[config.mk]
export PLATFORM = sky130hd
export DESIGN_NAME = sprite_loc_ctrl_flat
export DESIGN_NICKNAME = d
export VERILOG_FILES = /design/src/rtl/sprite_loc_ctrl_if.sv /design/src/rtl/sprite_loc_ctrl.sv /design/src/flat_wrapper.sv
export SDC_FILE = /design/constraint.sdc
export NUM_CORES = 1
export LEC_CHECK = 0
export ABC_AREA = 1
export CAP_MARGIN = 25
export CORE_ASPECT_RATIO = 1.2
export CORE_MARGIN = 2
export CORE_UTILIZATION = 41
export CTS_CLUSTER_DIAMETER = 30
export DETAILED_ROUTE_END_ITERATION = 8
export MAX_ROUTING_LAYER = met4
export PLACE_DENSITY_LB_ADDON = 0.05
export SYNTH_ARGS = -nofsm -noshare
export SYNTH_HDL_FRONTEND = slang
export SYNTH_SLANG_ARGS = --single-unit
[constraint.sdc]
create_clock -name CLOCK_50 -period 1.8 [get_ports CLOCK_50]
set_clock_uncertainty 0.05 [all_clocks]
set_input_delay 0.45 -clock CLOCK_50 [delete_from_list [all_inputs] [get_ports CLOCK_50]]
set_output_delay 0.45 -clock CLOCK_50 [all_outputs]
set_load 0.01 [all_outputs]
[src/rtl/sprite_loc_ctrl_if.sv]
// Probe and redraw handshake between the sprite location controller (master)
// and the map RAM lookup / RAM-write logic (slave).
interface sprite_loc_ctrl_if #(
    parameter int X_W = 6,
    parameter int Y_W = 5
) ();
    logic           probe_req;
    logic [X_W-1:0] probe_x;
    logic [Y_W-1:0] probe_y;
    logic           probe_ack;
    logic           probe_wall;
    logic           ready;
    logic           done;
    logic [X_W-1:0] next_x;
    logic [Y_W-1:0] next_y;

    modport master (
        output probe_req, probe_x, probe_y, ready, next_x, next_y,
        input  probe_ack, probe_wall, done
    );

    modport slave (
        input  probe_req, probe_x, probe_y, ready, next_x, next_y,
        output probe_ack, probe_wall, done
    );
endinterface

[src/rtl/sprite_loc_ctrl.sv]
// Grid-location controller for one maze sprite: buffers the requested turn,
// probes target cells against the map and hands committed moves to the RAM writer.
//   state  | meaning
//   IDLE   | waiting for step; next == curr
//   P_WANT | probing curr + buffered turn direction
//   P_HEAD | probing curr + current heading
//   COMMIT | ready high, waiting for done from the RAM writer
module sprite_loc_ctrl #(
    parameter int X_W     = 6,
    parameter int Y_W     = 5,
    parameter int GRID_W  = 40,
    parameter int GRID_H  = 30,
    parameter int START_X = 20,
    parameter int START_Y = 20,
    parameter int WRAP    = 1
) (
    input  logic              CLOCK_50,
    input  logic              reset,
    input  logic              up,
    input  logic              down,
    input  logic              left,
    input  logic              right,
    input  logic              step,
    sprite_loc_ctrl_if.master bus,
    output logic [X_W-1:0]    curr_x,
    output logic [Y_W-1:0]    curr_y,
    output logic [1:0]        heading,
    output logic              moving,
    output logic              blocked
);
    localparam logic [1:0] IDLE   = 2'd0;
    localparam logic [1:0] P_WANT = 2'd1;
    localparam logic [1:0] P_HEAD = 2'd2;
    localparam logic [1:0] COMMIT = 2'd3;

    localparam logic [X_W-1:0] X_MAX   = X_W'(GRID_W - 1);
    localparam logic [Y_W-1:0] Y_MAX   = Y_W'(GRID_H - 1);
    localparam logic [X_W-1:0] X_START = X_W'(START_X);
    localparam logic [Y_W-1:0] Y_START = Y_W'(START_Y);
    localparam logic           NO_WRAP = (WRAP == 0);

    logic [1:0]     state_q, state_d;
    logic [X_W-1:0] curr_x_q, curr_x_d, next_x_q, next_x_d, probe_x_q, probe_x_d;
    logic [Y_W-1:0] curr_y_q, curr_y_d, next_y_q, next_y_d, probe_y_q, probe_y_d;
    logic [1:0]     heading_q, heading_d, want_dir_q, want_dir_d, probe_dir_q, probe_dir_d;
    logic           moving_q, moving_d, want_valid_q, want_valid_d;
    logic           probe_req_q, probe_req_d, off_q, off_d;
    logic           ready_q, ready_d, blocked_q, blocked_d;
    logic           any_dir;
    logic [X_W+Y_W:0] want_cell, head_cell;

    // Returns {off_grid, x, y} of the neighbour cell; wraps modulo the grid, not the bit width.
    function automatic logic [X_W+Y_W:0] adj_cell(input logic [X_W-1:0] x,
                                                  input logic [Y_W-1:0] y,
                                                  input logic [1:0]     d);
        logic [X_W-1:0] nx;
        logic [Y_W-1:0] ny;
        logic           off;
        nx  = x;
        ny  = y;
        off = 1'b0;
        case (d)
            2'd0: if (y == '0) begin ny = Y_MAX; off = NO_WRAP; end else ny = y - Y_W'(1);
            2'd1: if (y == Y_MAX) begin ny = '0; off = NO_WRAP; end else ny = y + Y_W'(1);
            2'd2: if (x == '0) begin nx = X_MAX; off = NO_WRAP; end else nx = x - X_W'(1);
            default: if (x == X_MAX) begin nx = '0; off = NO_WRAP; end else nx = x + X_W'(1);
        endcase
        return {off, nx, ny};
    endfunction

    assign want_cell = adj_cell(curr_x_q, curr_y_q, want_dir_q);
    assign head_cell = adj_cell(curr_x_q, curr_y_q, heading_q);
    assign any_dir   = up | down | left | right;

    always_comb begin
        state_d      = state_q;
        curr_x_d     = curr_x_q;
        curr_y_d     = curr_y_q;
        next_x_d     = next_x_q;
        next_y_d     = next_y_q;
        probe_x_d    = probe_x_q;
        probe_y_d    = probe_y_q;
        heading_d    = heading_q;
        want_dir_d   = want_dir_q;
        probe_dir_d  = probe_dir_q;
        moving_d     = moving_q;
        want_valid_d = want_valid_q | any_dir;
        probe_req_d  = probe_req_q;
        off_d        = off_q;
        ready_d      = ready_q;
        blocked_d    = blocked_q;

        if (up)         want_dir_d = 2'd0;
        else if (down)  want_dir_d = 2'd1;
        else if (left)  want_dir_d = 2'd2;
        else if (right) want_dir_d = 2'd3;

        case (state_q)
            IDLE: begin
                if (step && want_valid_q) begin
                    state_d     = P_WANT;
                    probe_dir_d = want_dir_q;
                    {off_d, probe_x_d, probe_y_d} = want_cell;
                    probe_req_d = ~want_cell[X_W+Y_W];
                end else if (step && moving_q) begin
                    state_d = P_HEAD;
                    {off_d, probe_x_d, probe_y_d} = head_cell;
                    probe_req_d = ~head_cell[X_W+Y_W];
                end
            end
            P_WANT: begin
                if (off_q || bus.probe_ack) begin
                    probe_req_d = 1'b0;
                    if (!off_q && !bus.probe_wall) begin
                        heading_d = probe_dir_q;
                        moving_d  = 1'b1;
                        if (!any_dir) want_valid_d = 1'b0;
                        next_x_d  = probe_x_q;
                        next_y_d  = probe_y_q;
                        blocked_d = 1'b0;
                        ready_d   = 1'b1;
                        state_d   = COMMIT;
                    end else if (moving_q) begin
                        state_d = P_HEAD;
                        {off_d, probe_x_d, probe_y_d} = head_cell;
                        probe_req_d = ~head_cell[X_W+Y_W];
                    end else begin
                        blocked_d = 1'b1;
                        state_d   = IDLE;
                    end
                end
            end
            P_HEAD: begin
                if (off_q || bus.probe_ack) begin
                    probe_req_d = 1'b0;
                    if (!off_q && !bus.probe_wall) begin
                        next_x_d  = probe_x_q;
                        next_y_d  = probe_y_q;
                        blocked_d = 1'b0;
                        ready_d   = 1'b1;
                        state_d   = COMMIT;
                    end else begin
                        moving_d  = 1'b0;
                        blocked_d = 1'b1;
                        state_d   = IDLE;
                    end
                end
            end
            default: begin
                if (bus.done) begin
                    curr_x_d = next_x_q;
                    curr_y_d = next_y_q;
                    ready_d  = 1'b0;
                    state_d  = IDLE;
                end
            end
        endcase
    end

    always_ff @(posedge CLOCK_50) begin
        if (reset) begin
            state_q      <= IDLE;
            curr_x_q     <= X_START;
            curr_y_q     <= Y_START;
            next_x_q     <= X_START;
            next_y_q     <= Y_START;
            probe_x_q    <= X_START;
            probe_y_q    <= Y_START;
            heading_q    <= 2'd2;
            want_dir_q   <= 2'd2;
            probe_dir_q  <= 2'd2;
            moving_q     <= 1'b0;
            want_valid_q <= 1'b0;
            probe_req_q  <= 1'b0;
            off_q        <= 1'b0;
            ready_q      <= 1'b0;
            blocked_q    <= 1'b0;
        end else begin
            state_q      <= state_d;
            curr_x_q     <= curr_x_d;
            curr_y_q     <= curr_y_d;
            next_x_q     <= next_x_d;
            next_y_q     <= next_y_d;
            probe_x_q    <= probe_x_d;
            probe_y_q    <= probe_y_d;
            heading_q    <= heading_d;
            want_dir_q   <= want_dir_d;
            probe_dir_q  <= probe_dir_d;
            moving_q     <= moving_d;
            want_valid_q <= want_valid_d;
            probe_req_q  <= probe_req_d;
            off_q        <= off_d;
            ready_q      <= ready_d;
            blocked_q    <= blocked_d;
        end
    end

    assign bus.probe_req = probe_req_q;
    assign bus.probe_x   = probe_x_q;
    assign bus.probe_y   = probe_y_q;
    assign bus.ready     = ready_q;
    assign bus.next_x    = next_x_q;
    assign bus.next_y    = next_y_q;
    assign curr_x        = curr_x_q;
    assign curr_y        = curr_y_q;
    assign heading       = heading_q;
    assign moving        = moving_q;
    assign blocked       = blocked_q;
endmodule

[src/flat_wrapper.sv]
// flat-port wrapper written by rule: the top's interface ports become plain ports
module sprite_loc_ctrl_flat 
#(
    parameter int X_W     = 6,
    parameter int Y_W     = 5,
    parameter int GRID_W  = 40,
    parameter int GRID_H  = 30,
    parameter int START_X = 20,
    parameter int START_Y = 20,
    parameter int WRAP    = 1
)
  (CLOCK_50, reset, up, down, left, right, step, curr_x, curr_y, heading, moving, blocked, bus_probe_req, bus_probe_x, bus_probe_y, bus_ready, bus_next_x, bus_next_y, bus_probe_ack, bus_probe_wall, bus_done);
  sprite_loc_ctrl_if #(.X_W(X_W), .Y_W(Y_W)) bus_i ();
  input  logic CLOCK_50;
  input  logic reset;
  input  logic up;
  input  logic down;
  input  logic left;
  input  logic right;
  input  logic step;
  output logic [X_W-1:0] curr_x;
  output logic [Y_W-1:0] curr_y;
  output logic [1:0] heading;
  output logic moving;
  output logic blocked;
  output wire logic [$bits(bus_i.probe_req)-1:0] bus_probe_req;
  output wire logic [$bits(bus_i.probe_x)-1:0] bus_probe_x;
  output wire logic [$bits(bus_i.probe_y)-1:0] bus_probe_y;
  output wire logic [$bits(bus_i.ready)-1:0] bus_ready;
  output wire logic [$bits(bus_i.next_x)-1:0] bus_next_x;
  output wire logic [$bits(bus_i.next_y)-1:0] bus_next_y;
  input wire logic [$bits(bus_i.probe_ack)-1:0] bus_probe_ack;
  input wire logic [$bits(bus_i.probe_wall)-1:0] bus_probe_wall;
  input wire logic [$bits(bus_i.done)-1:0] bus_done;
  assign bus_probe_req = bus_i.probe_req;
  assign bus_probe_x = bus_i.probe_x;
  assign bus_probe_y = bus_i.probe_y;
  assign bus_ready = bus_i.ready;
  assign bus_next_x = bus_i.next_x;
  assign bus_next_y = bus_i.next_y;
  assign bus_i.probe_ack = bus_probe_ack;
  assign bus_i.probe_wall = bus_probe_wall;
  assign bus_i.done = bus_done;
  sprite_loc_ctrl #(.X_W(X_W), .Y_W(Y_W), .GRID_W(GRID_W), .GRID_H(GRID_H), .START_X(START_X), .START_Y(START_Y), .WRAP(WRAP)) u_core (.CLOCK_50(CLOCK_50), .reset(reset), .up(up), .down(down), .left(left), .right(right), .step(step), .bus(bus_i), .curr_x(curr_x), .curr_y(curr_y), .heading(heading), .moving(moving), .blocked(blocked));
endmodule
; ---- Yosys cells after proc, flatten, opt, wreduce, memory -nomap -nowiden
; Cells that the tools add are included.
; W data, S select, Z words.
[classes]
add_sub_neg = 4
eq_ne = 18
mux = 63
bitwise_logic = 6
reduce_logical = 33
[op_table]
columns = op, n
row1 = $mux W6, 7
row2 = $pmux W6 S2, 3
row3 = $mux W5, 7
row4 = $pmux W5 S2, 3
row5 = $mux W1, 25
row6 = $mux W2, 12
row7 = $reduce_and A4 Y1, 4
row8 = $ne A2 B1 Y1 const B, 6
row9 = $reduce_and A5 Y1, 2
row10 = $pmux W1 S2, 4
row11 = $reduce_bool A4 Y1, 2
row12 = $reduce_or A2 Y1, 4
row13 = $add A6 B1 Y6 const B, 1
row14 = $eq A2 B1 Y1 const B, 3
row15 = $eq A2 B2 Y1 const B, 3
row16 = $eq A6 B6 Y1 const B, 1
row17 = $logic_not A2 Y1, 3
row18 = $logic_not A6 Y1, 1
row19 = $pmux W2 S3, 1
row20 = $reduce_and A3 Y1, 2
row21 = $reduce_bool A2 Y1, 3
row22 = $reduce_bool A3 Y1, 2
row23 = $sub A6 B1 Y6 const B, 1
row24 = $add A5 B1 Y5 const B, 1
row25 = 14 further kinds, 23
[totals]
regBits = 47
inputBits = 10
out_inout_bits = 39
wordCells = 141

; ---- Logic depth before layout (Yosys ltp)
[depth]
ltp_word = 8
depth_mapped = 10
depth_no_buf = 10

; ---- Worst setup path after synthesis
; OpenSTA, ideal clock, no wires.
[synth_timing]
kind = reg2reg
start = register u_core.state_q[0]
end = register u_core.next_y_q[0] (netlist: u_core.bus.next_y[0])
setup_ns = 0.116
arrival_time_ns = 1.473
t_required_ns = 1.634
path_slack_ns = 0.161
path_stages_with_launch = 9
n_path_buf = 1
cell_sequence = dfxtp_1 > inv_1 > ha_1 > inv_1 > nor3_1 > inv_1 > clkbuf_1 > nor2_1 > nor2_1
[synth_between]
elab_chain_len = 3
word_cells_on_any_way = 4
cone_classes = 2 x eq/ne / 2 x reduce/logical
[synth_rtl]
columns = element, line_no
row1 = "start, declared", sprite_loc_ctrl.sv:42  ; logic [1:0] state_q, state_d;
row2 = "start signal, assigned", sprite_loc_ctrl.sv:179  ; state_q <= state_d;
row3 = $eq A2 B1 Y1 or $eq A2 B2 Y1 (tied branches), sprite_loc_ctrl.sv:98  ; case (state_q)
row4 = $reduce_or A2 Y1 (no source line) (*), n/a
row5 = $reduce_and A3 Y1 (no source line) (*), n/a
row6 = "end signal, assigned", sprite_loc_ctrl.sv:183  ; next_y_q <= next_y_d;
row7 = "end, declared", sprite_loc_ctrl.sv:44  ; logic [Y_W-1:0] curr_y_q, curr_y_d, next_y_q, next_y_d, probe_y_q, probe_y_d;
; Every way passes the cells marked *; elsewhere a longest branch is shown, timed or not.
; A chain may end at the register's enable or synchronous reset.

; ---- Final worst setup path
[layout_timing]
start = register u_core.probe_y_q[4] (netlist: u_core.bus.probe_y[4])
end = output bus_probe_y[4]
[layout_lines]
columns = element, line_no
row1 = "start, declared", sprite_loc_ctrl.sv:44
row2 = "start signal, assigned", sprite_loc_ctrl.sv:185  ; probe_y_q <= probe_y_d;
row3 = "end, declared", flat_wrapper.sv:28  ; output wire logic [$bits(bus_i.probe_y)-1:0] bus_probe_y;
; No word-level cell between the ends.

==> metrics.cfg <==
[outcome]
status = finished clean

[sta]
fin_crit_ns = 1.77
rsz0062_at_grt = no
setup_viol = 0
slew_headroom_pct = 68.6
hold_viol = 0
finalSetupTns_ns = 0
worst_pin_slew_ns = 0.467
fmax_mhz = 564
finalCritPeriodShare_pct = 98.4
drv_slew = 0

[clocking]
clkLatencyLatePin_ns = 0.30
numCtsBuffers = 5
clk_pin_slew_ns = 0.08
clockBufferDepth = 2
cts_max_level = 2
post_cts_buffers = 0
cts-root-buf = clkbuf_8
cts_sinks = 46
cts_tree = done

[route]
routed_via_density = 5.32
wl_per_cell_um = 14.8
vias = 2944
ant_nets = 0
drtPass1Iterations = 5
drc = 0
drt_iter0_drc = 260
routed_wl_um = 8180

[global_routing]
grt_pass1_wl_um = 13700
antenna_found_initial = 0
grt_overflow = 0
top_usage_layer = met2
grt_use_met1_pct = 31.2
grt_use_met2_pct = 40.3
grt_util_met3_pct = 2.83
track_usage_pct = 24.4
grt_max_degree = 15
grt_pass1_vias = 2827

[floorplan]
die_h_um = 92.6
num_rows = 32
die-area_um2 = 7210
die_x_um = 77.8
coreArea_um2 = 6370
io_pins = 49
start_util_pct = 42.1

[placed_design]
portBuffers = 48
dpl.hpwl_um = 6330
gp_congestion = 1.01
dpl_cell_area_um2 = 3470

[synth]
synth_common_cells = nand2_1 (82), dfxtp_1 (46), nand3_1 (45)
yosysUniqueCellTypes = 32
postSynthCellCount = 397
synth-main-ff-cell = dfxtp_1
synthTopCellsByArea = dfxtp_1 (34%), nand2_1 (11%), nand3_1 (8.4%), a21oi_1 (7.6%), ha_1 (5.1%)
synth.most_common_cell = nand2_1
synth_top_area_share_pct = 34.3
syn_avg_cell_area_um2 = 6.76
netlist_area_um2 = 2680
synth_nets = 418
ys_warn_count = 0
synth_seq_cells = 46
synth_area_leader_cell = dfxtp_1
synth-edff-count = 0
synthArstFlopShare_pct = 0
synth_seq_area_share_pct = 34.3

[critical_path]
slowest_delay_ns = 0.57
path_class = reg2out
critPathBufInv = 1
required_ns = 1.30
path_cells = clkdlybuf4s50_1
critPathTopFamily = buffers and inverters
crit_path_end_kind = output port
cp.arrival_ns = 1.27
ff2ff_setup_slack_ns = 0.15
crit_path_max_fanout = 3
slowest_stage = clkdlybuf4s50_1
startpoint_type = register

[pwr]
vdd_drop_max_mv = 0.656
powerDensity_nw_per_um2 = 1120
p_leak_uw = 0.00153

[layout]
layout-drive-gt1-share_pct = 15.8
fin_nets = 488
fillCellCount = 623
syn_to_final_growth_pct = 34.7
final_cell_area_um2 = 3610
diodes = 0

[worst_hold_path]
worstHoldPathType = reg2reg

[run]
maxCapViolations = 0

==> stage by stage <==
| stage | total power [uW] | setup WS, ns | utilization, % | instances | hold WS, ns |
|---|---|---|---|---|---|
| floorplan | 2410 | 0.161 | - | 397 | 0.396 |
| global placement | 3260 | -0.126 | 54.5 | 545 | 0.409 |
| detailed placement | 3260 | -0.183 | 54.5 | 545 | 0.423 |
| CTS | 4030 | 0.00229 | 56.4 | 553 | 0.443 |
| global route | 4320 | 0.00292 | 56.8 | 553 | 0.452 |
| finish | 4030 | 0.0279 | 56.8 | 553 | 0.437 |
==> cells in the final DEF (no fill, tap or decap), types with 2 or more instances in the layout <==
cell type,count
o2111ai_1,6
o21ai_1,12
nor2_2,2
xor2_1,4
dfxtp_1,32
inv_2,11
clkinv_2,2
nor2_1,34
a21oi_1,41
nand2_2,2
dfxtp_4,3
buf_12,4
dfxtp_2,11
clkbuf_8,5
o21ai_0,23
buf_4,26
nand2_1,81
nand4_1,8
nand3_2,2
nor3_1,5
nand3_1,45
a31oi_1,2
clkdlybuf4s50_1,45
dlymetal6s2s_1,2
o211ai_1,8
inv_1,29
o31ai_1,2
ha_1,10
==> worst register-to-register path: stages, from the launching register on <==
cell      delay (ns)
dfxtp_2         0.37
inv_1           0.08
ha_1            0.32
inv_1           0.07
nor3_2          0.20
buf_4           0.19
a21oi_1         0.07
a311oi_1        0.20
==> kinds of logic after synthesis <==
group | Yosys count | share of synthesized area (%)
DFF | 46 | 34.3
adders and majority gates | 11 | 5.13
AOI/OAI and AO/OA | 98 | 20.6
buffers and inverters | 55 | 8.49
xor gates and xnor gates | 4 | 1.31
and+or+nand+nor | 183 | 30.2
==> repair_timing <==
action,4_1_cts,5_1_grt
gates resized for setup,12,12
hold buffers,0,0
setup endpoints to repair,11,32
==> sequential cells by signal, indices dropped and copies added, names as in the netlist, 2 cells and up <==
register            flops
u_core.heading          2
u_core.bus.probe_x      6
u_core.curr_y           5
u_core.probe_dir_q      2
u_core.want_dir_q       2
u_core.bus.probe_y      5
u_core.bus.next_x       6
u_core.state_q          2
u_core.bus.next_y       5
u_core.curr_x           6
==> where the power goes <==
part	total [uW]	switching (uW)	internal, uW
logic	1790	939	847
clock network	751	342	409
registers	1500	236	1260
total	4030	1520	2520
==> final cells by class <==
class                           count  area (um2)  area share (%)
Clock inverter                      3        40.0            1.11
Timing Repair Buffer               78         759            21.0
Multi-Input combinational cell    296        1540            42.7
Clock buffer                        5        68.8            1.90
Sequential cell                    46         946            26.2
Inverter                           40         150            4.15
Tap cell                           85         106            2.94
==> metal layers <==
layer / part of all wire (%) / wire length [um]
met1: 46 / 3790
met2: 47 / 3840
met3: 4.8 / 392
met4: 2.0 / 161
met5: 0 / 0
==> worst paths after layout <==
kind                         start                   end  cells past startpoint
max          u_core.bus.probe_y[4]        bus_probe_y[4]                      1
min           u_core.bus.next_y[2]  u_core.bus.next_y[2]                      2
max reg2reg      u_core.state_q[0]      u_core.bus.ready                      7
min reg2reg   u_core.bus.next_y[2]  u_core.bus.next_y[2]                      2
No activity file was read; power rests on OpenSTA's default activity.
